==> src/rtl/sram_port_arbiter.sv <==
// Shares one sram-like slave port between the inst and data masters.
// Define ARB_ROUND_ROBIN_EN for round-robin ties; default is data-first.
module sram_port_arbiter #(
  parameter int ADDR_W = 32,
  parameter int DATA_W = 32
) (
  input  logic              clk,
  input  logic              resetn,
  input  logic              inst_req,
  input  logic              inst_wr,
  input  logic [1:0]        inst_size,
  input  logic [ADDR_W-1:0] inst_addr,
  input  logic [DATA_W-1:0] inst_wdata,
  output logic              inst_addr_ok,
  output logic              inst_data_ok,
  output logic [DATA_W-1:0] inst_rdata,
  input  logic              data_req,
  input  logic              data_wr,
  input  logic [1:0]        data_size,
  input  logic [ADDR_W-1:0] data_addr,
  input  logic [DATA_W-1:0] data_wdata,
  output logic              data_addr_ok,
  output logic              data_data_ok,
  output logic [DATA_W-1:0] data_rdata,
  output logic              m_req,
  output logic              m_wr,
  output logic [1:0]        m_size,
  output logic [ADDR_W-1:0] m_addr,
  output logic [DATA_W-1:0] m_wdata,
  input  logic              m_addr_ok,
  input  logic              m_data_ok,
  input  logic [DATA_W-1:0] m_rdata
);

  typedef enum logic [1:0] {
    S_ARB  = 2'd0,
    S_ADDR = 2'd1,
    S_WAIT = 2'd2
  } state_t;

  state_t state;
  state_t state_nxt;
  logic   gnt;
  logic   gnt_sel;
  logic   any_req;
  logic   take;

  assign any_req = inst_req | data_req;
  assign take    = (state == S_ARB) & any_req;

`ifdef ARB_ROUND_ROBIN_EN
  logic rr_last;

  // On a tie the master not served last wins.
  always_comb begin
    gnt_sel = data_req;
    if (inst_req && data_req)
      gnt_sel = ~rr_last;
  end

  always_ff @(posedge clk) begin
    if (!resetn)
      rr_last <= 1'b1;
    else if (take)
      rr_last <= gnt_sel;
  end
`else
  // Data first so a blocked load/store is never starved by fetch.
  always_comb begin
    gnt_sel = data_req;
  end
`endif

  always_ff @(posedge clk) begin
    if (!resetn)
      state <= S_ARB;
    else
      state <= state_nxt;
  end

  always_ff @(posedge clk) begin
    if (!resetn)
      gnt <= 1'b0;
    else if (take)
      gnt <= gnt_sel;
  end

  always_comb begin
    state_nxt = state;
    unique case (state)
      S_ARB:  if (any_req)   state_nxt = S_ADDR;
      S_ADDR: if (m_addr_ok) state_nxt = S_WAIT;
      S_WAIT: if (m_data_ok) state_nxt = S_ARB;
      default:               state_nxt = S_ARB;
    endcase
  end

  always_comb begin
    m_req        = 1'b0;
    m_wr         = 1'b0;
    m_size       = '0;
    m_addr       = '0;
    m_wdata      = '0;
    inst_addr_ok = 1'b0;
    data_addr_ok = 1'b0;
    inst_data_ok = 1'b0;
    data_data_ok = 1'b0;
    unique case (state)
      S_ADDR: begin
        m_req        = 1'b1;
        m_wr         = gnt ? data_wr    : inst_wr;
        m_size       = gnt ? data_size  : inst_size;
        m_addr       = gnt ? data_addr  : inst_addr;
        m_wdata      = gnt ? data_wdata : inst_wdata;
        inst_addr_ok = ~gnt & m_addr_ok;
        data_addr_ok =  gnt & m_addr_ok;
      end
      // Responses outside WAIT are slave errors and never reach a master.
      S_WAIT: begin
        inst_data_ok = ~gnt & m_data_ok;
        data_data_ok =  gnt & m_data_ok;
      end
      default: ;
    endcase
  end

  assign inst_rdata = m_rdata;
  assign data_rdata = m_rdata;

endmodule

==> config.mk <==
export PLATFORM = sky130hd
export DESIGN_NAME = sram_port_arbiter
export DESIGN_NICKNAME = d
export VERILOG_FILES = /design/src/rtl/sram_port_arbiter.sv
export SDC_FILE = /design/constraint.sdc
export NUM_CORES = 1
export LEC_CHECK = 0
export CORE_AREA = 2 2 120 122
export CTS_BUF_LIST = sky130_fd_sc_hd__clkbuf_4 sky130_fd_sc_hd__clkbuf_8
export DETAILED_ROUTE_END_ITERATION = 16
export DIE_AREA = 0 0 122 124
export HOLD_SLACK_MARGIN = 0.05
export PLACE_DENSITY = 0.55
export SLEW_MARGIN = 20
export SYNTH_ARGS = -nofsm -noshare
export SYNTH_HDL_FRONTEND = slang
export SYNTH_SLANG_ARGS = --single-unit
==> constraint.sdc <==
create_clock -name clk -period 1.3 [get_ports clk]
set_input_delay 0.195 -clock clk [delete_from_list [all_inputs] [get_ports clk]]
set_output_delay 0.195 -clock clk [all_outputs]
set_load 0.05 [all_outputs]
==> flow_summary.ini, run 1 <==
[outcome]
outcome = finished with violations
violations = setup timing

[critical_path]
required_ns = 1.11
cp-start-kind = flip-flop
max_stage_delay_ns = 0.36
crit_family = buffers and inverters
worst-path-buf-inv = 3
crit_start = gnt
slowest_stage = dfxtp_4
crit_chain = buf_8, clkbuf_16, mux2i_2, nor2_4, buf_12
r2r_start = state[1]
crit_path_max_fanout = 8
cp.arrival_ns = 1.43
crit_type = flip-flop to output pin
crit_path_end_kind = output pin

[floorplanning]
start_util_pct = 12.8
die_h_um = 124
io_pins = 308
std_cell_rows = 43
core_area_um2 = 13700
dieArea_um2 = 15100
die_w_um = 122

[synthesis]
synth_fa_ha_area_share_pct = 0
syn-instance-count = 233
synth_area_leaders = mux2i_1 38%, buf_4 27%, nor2_1 12%, nor2_4 6.4%, buf_2 3.4%
synth_top_area_share_pct = 38.2
seq_area_frac_synth_pct = 3.42
synth_seq_cells = 3
synth.area.mux_share_pct = 38.2
avgSynthCellArea_um2 = 7.54
synth_nets = 405
syn_area_um2 = 1760
ys_types = 21
synth_top_family_by_area = multiplexers
synth_warnings = 0
synth_xor_area_share_pct = 0
synthSimpleGateAreaFrac_pct = 22.7
synth_compound_area_share_pct = 1.42
synth_top_cell_by_area = mux2i_1

[worst_hold_path]
min-delay-start = m_rdata[0]
hold_path_class = input port to output pin

[power]
power_switching_mw = 1.71
intPower_mw = 2.06
combPwrFrac_pct = 89.3
ir_drop_v = 0.000378
p_leak_nw = 1.90
swShare_pct = 45.4
power_density_nw_per_um2 = 683
p_clk_share_pct = 7.7
seqPwrFrac_pct = 3.0

[timing]
relSlewSlack_pct = 73.4
fin_worst_skew_ns = 0.00169
finalHoldViolations = 0
setup_ws_ns = -0.324
rsz0062_at_grt = true
drv_slew = 0
fmax_mhz = 616
min_period_over_period_pct = 125
finalSetupViolCount = 72
fin_crit_ns = 1.62
worst_pin_slew_ns = 0.388
holdWs_ns = 0.390

[clock_network]
htree_levels = 1
clkLatencyLatePin_ns = 0.22
path_clk_slew_ns = 0.03
cts_buffers = 3
cts.sinks = 3
clockBufferDepth = 2
cts-root-buf = clkbuf_8
cts_tree = done

[drt]
drt-vias-per-instance = 3.79
drtIter0Drc = 24
vias = 2206
ant_nets = 0
dr.pass1.iters = 4
routed_wl_um = 9010
wl_per_cell_um = 15.5
drc = 0

[finish]
area_growth_syn_to_layout_pct = 214
drive_above_1_share_pct = 60.7
fin_nets = 575
fin_area_um2 = 5510
n_antenna_cell = 0
final_cells = 582

[grt]
antenna_found_initial = 0
grt_max_degree = 34
overflow = 0
first_global_vias = 2114
grt_pass1_wl_um = 10800
grtUsageTotal_pct = 8.79

[job]
drv_cap = 0

[place]
place_hpwl_um = 6430
place_congestion = 0.675
postPlaceCellArea_um2 = 4600
place_inst = 564
port_buffers = 211
==> cells in the mapped netlist <==
library cell	instances
nor3_1	1
nand2b_1	1
or3b_2	1
nor2_4	10
dfxtp_1	3
buf_2	12
nand3b_1	1
nor2_1	58
a21boi_1	1
nor3b_1	1
and3_1	1
o32ai_1	1
and4b_1	1
nor4bb_1	1
inv_1	2
mux2i_1	67
buf_4	64
buf_6	3
buf_12	1
a2111oi_0	1
nand2_1	2
==> power by group through the flow <==
stage / registers (mW) / logic (mW) / clock network [mW]
after floorplan: 0.113 / 2.05 / 0
after global placement: 0.114 / 2.74 / 0
after detailed placement: 0.114 / 2.76 / 0
after CTS: 0.114 / 2.87 / 0.297
after global routing: 0.113 / 3.51 / 0.305
final: 0.112 / 3.37 / 0.290
==> layout by cell type, fill, tap and decap left out, drive strengths merged <==
cell type        n
clkdlybuf4s50  138
buf            102
nor2            68
mux2i           67
clkbuf           8
dfxtp            3
nand2            2
nand2b           1
clkinvlp         1
and4b            1
and3             1
nor4bb           1
nand3b           1
nor3b            1
o32ai            1
inv              1
nor3             1
a2111oi          1
or3b             1
a21boi           1
dlygate4sd2      1
==> final timing paths <==
check                                endpoint  slack (ns)  depth (start not counted)
worst max-delay path              m_wdata[14]       -0.32                          5
worst min-delay path            data_rdata[0]        0.39                          0
worst min register to register       state[0]        0.64                          2
worst max register to register       state[1]        0.14                          4
==> area by class of cell <==
| type | count | area, µm² |
|---|---|---|
| sequential | 3 | 66.3 |
| clock buffer | 4 | 48.8 |
| multi-input combinational | 148 | 2070 |
| inverter | 2 | 11.3 |
| timing repair buffer | 245 | 3090 |
| fill | 1303 | 8210 |
| tap | 180 | 225 |
==> cells by family after synthesis <==
logic type | count (synthesis)
compound gates | 3
buf+inv | 82
flops | 3
mux | 67
simple gates | 78
==> per-stage QoR <==
stage               setup WS (ns)  power [mW]  utilization [%]  setup TNS [ns]
floorplan                  -0.335        2.16                -           -3.24
CTS                        -0.329        3.28             34.9          -20.76
global route               -0.382        3.93             40.2          -23.43
finish                     -0.324        3.77             40.2          -19.75
global placement           -0.149        2.85             33.5           -3.86
detailed placement         -0.128        2.87             33.5           -5.10
==> flip-flops by register name, indices dropped and copies added (netlist names) <==
name / count
gnt: 1
state: 2
==> repair_timing <==
item                       4_1_cts  5_1_grt
gates cloned                     1        6
pin swaps                        2       14
resized for setup               22      106
setup endpoints to repair       72       72
hold buffers                     0        0
buffers inserted                 3        5
==> layer usage <==
| metal | up-vias | part of all wire, % | GRT usage (%) |
|---|---|---|---|
| met5 | - | 0 | 0 |
| met3 | 16 | 8.8 | 1.92 |
| met4 | 0 | 1.6 | 3.23 |
| li1 | 1055 | - | - |
| met1 | 1015 | 34 | 9.28 |
| met2 | 120 | 56 | 17.0 |
(Power assumes the default switching activity.)
==> inputs of run 2 (changes only) <==
--- a/config.mk
+++ b/config.mk
@@ -10,7 +10,7 @@
 export DETAILED_ROUTE_END_ITERATION = 16
 export DIE_AREA = 0 0 122 124
 export HOLD_SLACK_MARGIN = 0.05
-export PLACE_DENSITY = 0.55
+export PLACE_DENSITY = 0.51
 export SLEW_MARGIN = 20
 export SYNTH_ARGS = -nofsm -noshare
 export SYNTH_HDL_FRONTEND = slang
==> run 2 against run 1 <==
Final cell count decreased by 0.69%. The run still ends with setup timing left. Core utilization is 1.6 points lower. Sequential cell count unchanged.
==> flow_summary.ini, run 2 (synthesis results as in run 1) <==
[finish]
mostFrequentLayoutCell = clkdlybuf4s50_1
drive_above_1_share_pct = 61.8
fillers = 1328
top_register = state
largest_reg_flops = 2
top_regs = state: 2 flops, gnt: 1 flops
fin_area_um2 = 5290
final_cells = 578
n_antenna_cell = 0
final_cell_mix = 139 x clkdlybuf4s50_1, 67 x nor2_4, 47 x buf_12
fin_nets = 571
area_growth_syn_to_layout_pct = 201

[drt]
route.met2.wl_um = 4940
top_layer_used = met4
wl_met1_um = 2630
routed_wl_um = 8520
drt-vias-per-instance = 3.78
wl_per_cell_um = 14.7
drtIter0Drc = 37
vias = 2185
ant_nets = 0
drc = 0
dr.pass1.iters = 3
wl_met3_um = 782

[clock_network]
clkLatencyLatePin_ns = 0.22
cts_buffers = 3
path_clk_slew_ns = 0.03
clockBufferDepth = 2
cts.sinks = 3
cts_tree = done
cts-root-buf = clkbuf_8
htree_levels = 1

[power]
p_leak_nw = 1.80
ir_drop_v = 0.000496
power_density_nw_per_um2 = 680

[timing]
min_period_over_period_pct = 125
relSlewSlack_pct = 76.7
setup_ws_ns = -0.329
fin_crit_ns = 1.63
tns_ns = -19.84
fmax_mhz = 614
finalSetupViolCount = 72
rsz0062_at_grt = true
finalHoldViolations = 0
worst_pin_slew_ns = 0.341
holdWs_ns = 0.390
fin_worst_skew_ns = 0.00257
drv_slew = 0

[grt]
antenna_found_initial = 0
grtUsageTotal_pct = 10.0
grt_max_degree = 17
overflow = 0
grt_pass1_wl_um = 11900
first_global_vias = 2289

[critical_path]
required_ns = 1.11
crit_path_end = m_wdata[17]
reg2reg_slack_ns = 0.06
crit_path_end_kind = output pin
crit_start = gnt
cp-start-kind = flip-flop
crit_type = flip-flop to output pin
reg2reg_depth = 5
cp.arrival_ns = 1.43
slowest_stage = dfxtp_4
crit_chain = buf_12, buf_12, mux2i_1, nor2_4, buf_12
crit_top_cell = buf_12
max_stage_delay_ns = 0.35
crit_path_max_fanout = 16
r2r-end = state[1]
r2r_start = state[1]

[job]
drv_cap = 0

[floorplanning]
die_h_um = 124
die_w_um = 122
dieArea_um2 = 15100
std_cell_rows = 43
start_util_pct = 12.8
io_pins = 308
core_area_um2 = 13700

[place]
place_congestion = 0.727
port_buffers = 211
postPlaceCellArea_um2 = 4490
place_inst = 563
place_hpwl_um = 6860
dp_slack_ns = -0.171

[outcome]
outcome = finished with violations
violations = setup timing

[worst_hold_path]
hold_path_class = input port to output pin
==> run 2: changes by cell type in the layout (fill, tap and decap cells not counted), moves of 2 or more <==
| cell | previous run | this run |
|---|---|---|
| buf_12 | 53 | 47 |
| clkbuf_16 | 4 | 0 |
| buf_16 | 3 | 1 |
| mux2i_1 | 10 | 4 |
| mux2i_4 | 34 | 36 |
| mux2i_2 | 23 | 27 |
| buf_4 | 28 | 42 |
| buf_8 | 12 | 4 |
==> run 2: cell type report <==
cell class / instances / area [µm²] / area share, %
Timing Repair Buffer: 240 / 2810 / 53.2
Multi-Input combinational cell: 149 / 2120 / 40.1
Tap cell: 180 / 225 / 4.26
Sequential cell: 3 / 68.8 / 1.30
Clock buffer: 4 / 48.8 / 0.922
Inverter: 2 / 11.3 / 0.213
==> run 2: repair_timing <==
item / 4_1_cts / 5_1_grt
hold buffers: 0 / 0
setup buffers: 9 / 2
gates cloned: 3 / 0
gates resized for setup: 86 / 34
pin swaps: 4 / 3
setup endpoints to repair: 72 / 73
==> run 2: worst max-delay path: cells and delay by family (launching register included) <==
kind,cells,cell delay (ns)
AND/OR/NAND/NOR,1,0.06
multiplexers,1,0.31
buffers and inverters,3,0.47
flip-flops,1,0.35
==> run 2: stage by stage <==
step | util (%) | total power, mW
2_1_floorplan | - | 2.16
5_1_grt | 38.6 | 3.74
3_3_place_gp | 32.7 | 2.78
3_5_place_dp | 32.7 | 2.80
4_1_cts | 37.4 | 3.52
6_report | 38.6 | 3.59
==> run 2: metal layers <==
layer | GRT usage, % | vias up
li1 | - | 1052
met1 | 10.1 | 997
met2 | 20.2 | 112
met3 | 2.34 | 24
met4 | 2.80 | 0
met5 | 0 | -
==> run 2: worst min path at each step <==
stage | startpoint | endpoint | cells after the start
finish | m_rdata[30] | data_rdata[30] | 0
CTS | m_rdata[29] | data_rdata[29] | 0
global route | m_rdata[28] | data_rdata[28] | 0
global placement | m_rdata[29] | data_rdata[29] | 0
detailed placement | m_rdata[29] | data_rdata[29] | 0
floorplan | m_addr_ok | state[0] | 1
==> run 2: power breakdown <==
part           leakage (nW)  internal [mW]  total (mW)  switching [mW]
Clock                0.0262          0.230       0.295          0.0650
Sequential           0.0264          0.102       0.112          0.0101
Combinational          1.75           1.59        3.19            1.60
